### config.mk
export PLATFORM = sky130hd
export DESIGN_NAME = sprite_mixer
export DESIGN_NICKNAME = d
export VERILOG_FILES = /design/src/rtl/sprite_mixer.sv
export SDC_FILE = /design/constraint.sdc
export NUM_CORES = 1
export LEC_CHECK = 0
export BUFFER_PORTS_ARGS = -buffer_cell sky130_fd_sc_hd__buf_2
export CORE_ASPECT_RATIO = 0.9
export CORE_UTILIZATION = 39
export DETAILED_ROUTE_END_ITERATION = 8
export MAX_ROUTING_LAYER = met4
export PLACE_DENSITY_LB_ADDON = 0.3
export SLEW_MARGIN = 5
export SYNTH_ARGS = -nofsm -noshare
export SYNTH_HDL_FRONTEND = slang
export SYNTH_SLANG_ARGS = --single-unit
### constraint.sdc
create_clock -name clk -period 3.9 [get_ports clk]
set_clock_uncertainty 0.1 [all_clocks]
set_input_delay 0.195 -clock clk [delete_from_list [all_inputs] [get_ports clk]]
set_output_delay 0.195 -clock clk [all_outputs]
set_load 0.05 [all_outputs]
### src/rtl/sprite_mixer.sv
// sprite_mixer: merges prioritised sprite layers through a palette RAM into RGB/de
// with a fixed two-clock latency, and keeps sticky per-frame collision flags.
module sprite_mixer #(
    parameter int          NUM_SPR    = 4,
    parameter int          SPR_DATAW  = 4,
    parameter int          COLRW      = 4,
    parameter int          TRANSP_IDX = 0,
    parameter logic [47:0] BG_COLR    = 48'h000,
    localparam int         WW         = (NUM_SPR > 1) ? $clog2(NUM_SPR) : 1,
    localparam int         AW         = WW + SPR_DATAW,
    localparam int         RGBW       = 3 * COLRW
) (
    input  logic                         clk,
    input  logic                         reset,
    input  logic                         h_bright,
    input  logic                         v_bright,
    input  logic                         frame_start,
    input  logic [NUM_SPR*SPR_DATAW-1:0] spr_pix,
    input  logic [NUM_SPR-1:0]           spr_drawing,
    input  logic                         pal_we,
    input  logic [AW-1:0]                pal_addr,
    input  logic [RGBW-1:0]              pal_data,
    output logic [NUM_SPR-1:0]           coll_flags,
    output logic [COLRW-1:0]             red,
    output logic [COLRW-1:0]             green,
    output logic [COLRW-1:0]             blue,
    output logic                         de
);
    localparam logic [RGBW-1:0] BG = BG_COLR[RGBW-1:0];

    logic [NUM_SPR-1:0]   opaque;
    logic [WW-1:0]        win;
    logic [SPR_DATAW-1:0] win_pix;
    logic                 hit1_d, de1_d;
    logic [AW-1:0]        rd_addr_d;
    logic [NUM_SPR-1:0]   coll_d;
    logic                 hit1_q, de1_q, hit2_q, de2_q;
    logic [AW-1:0]        rd_addr_q;
    logic [NUM_SPR-1:0]   coll_q;
    logic [RGBW-1:0]      pal_q;
    logic [RGBW-1:0]      mem [2**AW];

    always_comb begin
        opaque  = '0;
        win     = '0;
        win_pix = '0;
        for (int i = NUM_SPR - 1; i >= 0; i--) begin
            opaque[i] = spr_drawing[i] && spr_pix[i*SPR_DATAW +: SPR_DATAW] != SPR_DATAW'(TRANSP_IDX);
            if (opaque[i]) begin
                win     = WW'(i);
                win_pix = spr_pix[i*SPR_DATAW +: SPR_DATAW];
            end
        end
        de1_d     = h_bright && v_bright;
        hit1_d    = |opaque;
        rd_addr_d = {win, win_pix};
        // two or more opaque layers iff clearing the lowest set bit leaves something
        coll_d    = (frame_start ? '0 : coll_q)
                  | ((de1_d && (opaque & (opaque - NUM_SPR'(1))) != '0) ? opaque : '0);
    end

    always_ff @(posedge clk or negedge reset) begin
        if (!reset) begin
            hit1_q    <= 1'b0;
            de1_q     <= 1'b0;
            rd_addr_q <= '0;
            hit2_q    <= 1'b0;
            de2_q     <= 1'b0;
            coll_q    <= '0;
        end else begin
            hit1_q    <= hit1_d;
            de1_q     <= de1_d;
            rd_addr_q <= rd_addr_d;
            hit2_q    <= hit1_q;
            de2_q     <= de1_q;
            coll_q    <= coll_d;
        end
    end

    // palette is never reset; a same-edge write is not visible to this read
    always_ff @(posedge clk) begin
        if (pal_we) mem[pal_addr] <= pal_data;
        pal_q <= mem[rd_addr_q];
    end

    assign {red, green, blue} = de2_q ? (hit2_q ? pal_q : BG) : '0;
    assign de                 = de2_q;
    assign coll_flags         = coll_q;
endmodule

==> results of run 1 <==
==> metal layers <==
metal  track usage  wire (um)
met5             -          0
met4        0.0584       2160
met3        0.0402       5740
met2         0.289      34100
met1         0.266      32200
==> logic make-up after synthesis <==
logic type | count (synthesis) | synth area share
buffers and inverters | 87 | 0.0164
AOI/OAI and AO/OA | 120 | 0.0296
muxes | 252 | 0.154
and+or+nand+nor | 210 | 0.0311
DFF | 794 | 0.769
==> flip-flops by register name, indices dropped and copies added, names as in the netlist <==
signal	cells
de	1
mem	768
coll_flags	4
hit2_q	1
de1_q	1
rd_addr_q	6
hit1_q	1
pal_q	12
==> where the power goes <==
group / internal, mW / switching [mW]
sequential: 9.45 / 0.0863
combinational: 0.575 / 0.851
clock: 4.31 / 3.15
total: 14.3 / 4.09
==> critical path, cell delays in order (launching register included) <==
cell	delay, ps
sky130_fd_sc_hd__dfrtp_4	750
sky130_fd_sc_hd__buf_12	360
sky130_fd_sc_hd__mux4_2	270
sky130_fd_sc_hd__nand2_1	70
sky130_fd_sc_hd__a32oi_1	550
sky130_fd_sc_hd__o221ai_1	370
sky130_fd_sc_hd__o32ai_1	320
==> area by class of cell <==
| class | instances | area, um^2 | share of cell area |
|---|---|---|---|
| clock inverters | 43 | 368 | 0.0103 |
| clock buffers | 104 | 2160 | 0.0608 |
| multi-input cells | 582 | 6640 | 0.186 |
| flip-flops and latches | 794 | 23700 | 0.664 |
| diodes | 8 | 20.0 | 0.000562 |
| repair buffers | 189 | 1450 | 0.0406 |
| inverters | 6 | 22.5 | 0.000632 |
| well taps | 1039 | 1300 | 0.0365 |
==> through the flow <==
stage	power (mW)	std cells	cell area [um^2]	setup slack, ps
3_3_place_gp	11.1	2579	32800	987
5_1_grt	19.0	2762	35600	683
3_5_place_dp	11.1	2579	32800	976
2_1_floorplan	10.5	1463	30800	1670
4_1_cts	18.6	2757	35600	953
6_report	18.4	2765	35600	938
==> cells in the final DEF, fill, tap and decap left out, types with 12 or more instances in the layout <==
cell and instances:
sky130_fd_sc_hd__buf_2 60, sky130_fd_sc_hd__a221oi_1 18, sky130_fd_sc_hd__and3_1 21, sky130_fd_sc_hd__nand2_1 68, sky130_fd_sc_hd__edfxtp_1 768, sky130_fd_sc_hd__nor2_1 65
sky130_fd_sc_hd__clkbuf_16 82, sky130_fd_sc_hd__clkinv_2 15, sky130_fd_sc_hd__dlygate4sd3_1 31, sky130_fd_sc_hd__mux2i_1 75, sky130_fd_sc_hd__buf_4 90, sky130_fd_sc_hd__a21oi_1 19
sky130_fd_sc_hd__clkinv_1 17, sky130_fd_sc_hd__dfxtp_1 12, sky130_fd_sc_hd__nor2b_1 16, sky130_fd_sc_hd__mux4_2 177, sky130_fd_sc_hd__o21ai_0 15, sky130_fd_sc_hd__clkbuf_1 19
==> final timing paths <==
path,to,startpoint
max,pal_q[11]$_DFF_P_,rd_addr_q[1]$_DFF_PN0_
min in group asynchronous,rd_addr_q[1]$_DFF_PN0_,reset
max in group asynchronous,rd_addr_q[0]$_DFF_PN0_,reset
min reg2reg,de$_DFF_PN0_,de1_q$_DFF_PN0_
min,rd_addr_q[4]$_DFF_PN0_,spr_drawing[1]
max reg2reg,pal_q[11]$_DFF_P_,rd_addr_q[1]$_DFF_PN0_
==> what timing repair did <==
item	4_1_cts	5_1_grt
hold endpoints to repair	87	0
hold buffers	31	0
setup endpoints to repair	0	0
setup buffers	0	0
==> results, run 1 <==
- Timing would allow up to approximately 340 MHz.
- The total wire length is between 70000 and 80000 um.
- The worst setup path is launched from a flop.
- The number of enable-type register cells in the synthesized netlist is 768.
- The final number of hold-violating endpoints is 0.
- In this run the number of H-tree levels came out at 3.
- The final setup violation count is 0.
- The die span in y is 268 um.
- The worst reg2reg path depth is 6.
- The first-pass detailed-route iteration total is 8.
- Entering global routing, the biggest net connects 65 pins.
- The count of state elements after synthesis is 794.
- The clock net in this run drives a total of roughly 790 sinks.
- The total number of placement rows is between 90 and 100.
- The number of filler instances in the final layout is roughly 6500.
- The average footprint of a synthesized cell is 21.0 um^2.
- By count the netlist is led by sky130_fd_sc_hd__edfxtp_1 (768), sky130_fd_sc_hd__mux4_2 (177), sky130_fd_sc_hd__mux2i_1 (75), sky130_fd_sc_hd__nor2_1 (75), sky130_fd_sc_hd__nand2_1 (68).
- Sorting the synthesized cells by area gives the leading types as sky130_fd_sc_hd__edfxtp_1 (75%), sky130_fd_sc_hd__mux4_2 (13%), sky130_fd_sc_hd__mux2i_1 (2.4%).
- The class of the worst hold path is in -> reg.
- At the later pin of the worst-skew pair, clock insertion delay measures ~630 ps.
- The top-level port count is between 60 and 70.
- The flow ran to the end, and the final reports show no timing, DRC or antenna violations.
- The final max-slew violation count is 0.
- The core region is roughly 78000 um^2.
- The buffer depth of the longest clock path is 3.
- The share of flip-flops with an asynchronous set or reset after synthesis is 0.0176.
- For this design the static power due to leakage is around 11 nW.
- The sequential cell area fraction in the yosys report is 0.769.
- For the pin with the worst max-slew slack, the measured transition is between 1000 and 1500 ps.
- The Yosys step of the flow raised 0 warnings.
- The number of global-route vias before repair was 15600.
- Dividing the detail-routed via count by the number of cells gives roughly 5.6.
- After detailed routing, the number of remaining DRC violations is 0.
- Summed over all instances, the cell type with the most area after synthesis is sky130_fd_sc_hd__edfxtp_1.
- Detailed placement finished with a half-perimeter wire length of roughly 45000 um.
- Synthesis produced a netlist whose cell count is between 1000 and 1500.
- The master cell of the clock root buffer is sky130_fd_sc_hd__clkbuf_16.
- After detailed routing, the average wire length per cell comes to between 20 and 30 um.
- The clock period minus final worst setup slack is approximately 3000 ps.
- For this run the aggregate overflow at the end of global routing stands at 0.
- Once detail routing completed, the nets flagged for antenna violations numbered 0.
- In this run, the number of DRC markers left after iteration 0 of detailed routing was roughly 1700.
- The commonest register cell after synthesis is sky130_fd_sc_hd__edfxtp_1.
- The area growth from synthesis to final layout is 15.8%.
- Setup repair after global routing left no endpoint under its margin.
- The netlist area before placement is ~31000 um^2.
- The share of layout cells above drive strength 1 is 0.273.
- For this run, the share of the core covered by cells in the final layout is 0.457.
- Data on the critical path arrives at its endpoint at roughly 3400 ps.
- The first global-routing pass estimated around 110000 um of wire.
- Of all nets on the critical path, the largest fanout is 46.
- The setup path with the least slack is of type reg -> reg.
- For this run, the total global-route usage over all layers was measured as 0.193.
- The initial antenna violation count is 9.
- The initial core utilization is 0.395.
- The maximum vdd drop is ~0.32 mV.
- The depth of the worst hold-timing path is 4.
- After the last flow step, the layout net total stands at ~1700.
- The number of buffers added on ports is 60.
- The register-to-register setup slack is 940 ps.
- For the worst setup path, the data required time is between 4000 and 5000 ps.
- The horizontal die dimension is just under 300 um.
- The total CTS buffers is 80.
- The floorplan step defined a die boundary enclosing around 80000 um^2.
- The routed layout has about 16000 vias.
- The top cell type's share of synthesized area is 0.750.
- By instance count, the leading cell after synthesis is sky130_fd_sc_hd__edfxtp_1.
- The last weighted congestion value of the routability-driven placer is approximately 0.85.
- The relative slew slack is 0.121.
- The post-route clock period utilization is 0.759.
- Across the run, the number of max-cap violations was 0.
- The distinct cell type count after synthesis is between 40 and 50.
- Clock-pin slew was measured on the worst setup and hold paths at roughly 60 ps.
- The endpoint kind of the worst setup timing path is a flop.
- After clock tree synthesis, the repair step resized 0 gates.
- On the final layout, the worst hold slack is about 69 ps.
- The number of nets in the synthesized netlist is between 1500 and 2000.
- Power spread over the standard cell area amounts to a little over 500 nW/um^2.
- The setup total negative slack is 0 ps.
- TritonCTS built the clock tree.
Note: power is estimated with default switching activity, not from simulation.
==> run 2: changes to the inputs <==
==> constraint.sdc (replaced) <==
create_clock -name clk -period 2.4 [get_ports clk]
set_clock_uncertainty 0.1 [all_clocks]
set_input_delay 0.12 -clock clk [delete_from_list [all_inputs] [get_ports clk]]
set_output_delay 0.12 -clock clk [all_outputs]
set_load 0.05 [all_outputs]
==> results, run 2 (synthesis results as in run 1) <==
- The area growth from synthesis to layout is 19.8%.
- The last weighted congestion value of the routability-driven placer is 0.865 (+2.0%).
- The worst endpoint data arrival time is 2840 ps (-540 ps).
- The combined global-route utilization of all metal layers is 0.194 (+0.00162).
- The post-route clock period utilization was 1.01 (+0.248).
- The horizontal die dimension is 298 um (unchanged).
- The final reports fail on negative setup slack.
- TritonCTS built the clock tree.
- The count of placed standard cells including taps is 2667 (+3.4%).
- The endpoint kind of the worst setup timing path is a flop.
- The cell area after placement is 33600 um^2 (+2.5%).
- The final number of hold-violating endpoints was 0 (unchanged).
- The first-pass GRT wire length came to 110000 um (+1.5%).
- The insertion delay of the later-clocked pin in the worst-skew pair came to 630 ps (about the same).
- The number of flip-flops under the largest register name is 768 (unchanged).
- The final max-slew violation count is 0 (unchanged).
- The wire length per cell after detailed routing came to 26.2 um (-2.4%).
- The via density per instance is 5.54 (-1.2%).
- The endpoint of the lowest-slack register-to-register path is pal_q[5]$_DFF_P_.
- The worst slack on hold paths came to 37.4 ps (-31.1 ps).
- The flow ran to the end, but the final reports show violations.
- The maximum vdd drop is 0.510 mV (+58%).
- In the layout the commonest cells are sky130_fd_sc_hd__edfxtp_1 (768), sky130_fd_sc_hd__mux4_2 (177), sky130_fd_sc_hd__buf_4 (168), sky130_fd_sc_hd__clkbuf_16 (83), sky130_fd_sc_hd__nor2_1 (74).
- The initial core utilization was 0.395 (unchanged).
- Setup repair after global routing could not meet its margin everywhere.
- The largest registers in the layout are mem x768, pal_q x12, rd_addr_q x6.
- The number of H-tree levels was 3 (unchanged).
- The number of global-route vias before repair is 15900 (+1.8%).
- The maximum number of pins on one net before global-route repair came to 65 (unchanged).
- The relative slew slack is 0.474 (+0.354).
- The first-pass detailed-route iteration total came to 5 (-3).
- The total CTS buffers is 81 (+1.3%).
- The most used cell along the critical path is sky130_fd_sc_hd__buf_12.
- The first-iteration detailed-routing DRC count came to 1498 (-11%).
- The worst-path cell with the longest stage delay is sky130_fd_sc_hd__dfrtp_4.
- The net count reported at finish came to 1808 (+6.5%).
- The final instance area is 36900 um^2 (+3.5%).
- Walking the worst path, the cells encountered are buf_12 -> buf_12 -> mux4_2 -> mux2i_1 -> buf_4 -> a32oi_4 -> o221ai_4 -> o32ai_4.
- The pin slew with the least headroom to its limit is 789 ps (-531 ps).
- The critical path is of the reg -> reg type.
- The clock-pin transition on the worst setup and hold timing paths is 60 ps (about the same).
- The clock period minus final worst setup slack is 2420 ps (-543 ps).
- The static leakage is 12.1 nW (+5.6%).
- The setup total negative slack is -19.0 ps (-19.0 ps).
- The die outline area is 80000 um^2 (unchanged).
- The class of the worst hold path is in -> reg.
- The buffer depth of the longest clock path came to 3 (unchanged).
- The source of the worst hold timing path is pal_data[10].
- The register-to-register setup slack is -20 ps (-960 ps).
- The number of buffers added on ports is 60 (unchanged).
- The cell sitting at the root of the clock tree is a sky130_fd_sc_hd__clkbuf_16.
- The share of layout cells above drive strength 1 is 0.317 (+0.0441).
- The final setup violation count is 1 (+1).
- The die span in y is 268 um (unchanged).
- The instance count on the critical path is 8 (+2).
- The number of cells in the finished layout apart from fillers is 2871 (+3.8%).
- The total overflow reported by the global router is 0 (unchanged).
- The most frequent standard cell in the layout excluding fill and tap cells is sky130_fd_sc_hd__edfxtp_1.
- The number of DRC violations after detailed routing is 0 (unchanged).
- The fmax is 413 MHz (+22%).
- The total wire length is 75200 um (+1.3%).
- The worst register-to-register path begins at rd_addr_q[0]$_DFF_PN0_.
- The highest cell delay on the worst timing path is 550 ps (-200 ps).
- The via count is 15900 (+2.6%).
- The count of buffering cells on the critical path with inverters included is 3 (+2).
- The family of cells with the greatest summed delay on the critical path is compound AO/OA/AOI/OAI gates.
- The top-level port count was 61 (unchanged).
- The endpoint of the worst hold-timing path is mem[53][10]$_DFFE_PP_.
- The number of max-cap violations came to 0 (unchanged).
- The top fanout value on the critical path is 14 (-70%).
- The depth of the worst hold-timing path was 1 (-3).
- The initial antenna violation count is 4 (-5).
- The register name with the most flops is mem.
- The worst setup path is launched from a flop.
- The worst reg2reg path depth was 8 (+2).
- The detailed placement HPWL came to 46700 um (+2.6%).
- The remaining antenna violation count after routing came to 0 (unchanged).
- The total number of placement rows is 97 (unchanged).
- The power per cell area was 820 nW/um^2 (+59%).
- The required time of the critical path came to 2820 ps (-1500 ps).
- The minimum setup slack in the final design is -19.0 ps (-957 ps).
- The number of clock sinks seen by CTS is 794 (unchanged).
- The placeable core area is 77900 um^2 (unchanged).
run 2: how the worst max path moves through the flow:
stage	endpoint	startpoint
after floorplan	mem[48][0]$_DFFE_PP_	pal_addr[5]
after global placement	pal_q[5]$_DFF_P_	rd_addr_q[0]$_DFF_PN0_
after detailed placement	pal_q[5]$_DFF_P_	rd_addr_q[0]$_DFF_PN0_
after CTS	pal_q[5]$_DFF_P_	rd_addr_q[0]$_DFF_PN0_
after global routing	pal_q[5]$_DFF_P_	rd_addr_q[0]$_DFF_PN0_
final	pal_q[5]$_DFF_P_	rd_addr_q[0]$_DFF_PN0_
run 2: worst reg2reg max path, stage by stage (launching register included):
cell	delay (ps)
sky130_fd_sc_hd__dfrtp_4	550
sky130_fd_sc_hd__buf_12	190
sky130_fd_sc_hd__buf_12	180
sky130_fd_sc_hd__mux4_2	330
sky130_fd_sc_hd__mux2i_1	60
sky130_fd_sc_hd__buf_4	160
sky130_fd_sc_hd__a32oi_4	250
sky130_fd_sc_hd__o221ai_4	180
sky130_fd_sc_hd__o32ai_4	310
run 2: where the power goes:
part           switching (mW)  internal [mW]
clock                    5.19           6.83
sequential             0.0896           15.4
combinational            1.54           1.23
run 2: routing by layer:
| layer | wire length [um] | GRT usage | vias to the layer above |
|---|---|---|---|
| met3 | 5070 | 0.0349 | 108 |
| met4 | 1640 | 0.0496 | 0 |
| met5 | 0 | - | - |
| met1 | 33100 | 0.270 | 8525 |
| met2 | 35300 | 0.298 | 573 |
| li1 | - | - | 6710 |
run 2: area by class of cell:
class                           count  area, um^2
Antenna cell                        3        7.51
Clock buffer                      105        2170
Clock inverter                     43         342
Fill cell                        6513       41100
Inverter                            6        22.5
Multi-Input combinational cell    582        6830
Sequential cell                   794       23700
Tap cell                         1039        1300
Timing Repair Buffer              299        2530
run 2: timing repair:
item                                    CTS  global route
gates resized for setup                  12            22
endpoints found under the hold margin   201             2
endpoints found under the setup margin    8            16
pin swaps                                 0             4
setup buffers                             1             7
cloned                                    0             1
hold buffers                             43             3
run 2: through the flow:
step / worst slack [ps] / power (mW) / util
2_1_floorplan: 248 / 17.1 / -
3_3_place_gp: -338 / 18.3 / 0.431
3_5_place_dp: -299 / 18.3 / 0.431
4_1_cts: -10.9 / 30.4 / 0.470
5_1_grt: -93.6 / 31.1 / 0.473
6_report: -19.0 / 30.2 / 0.473
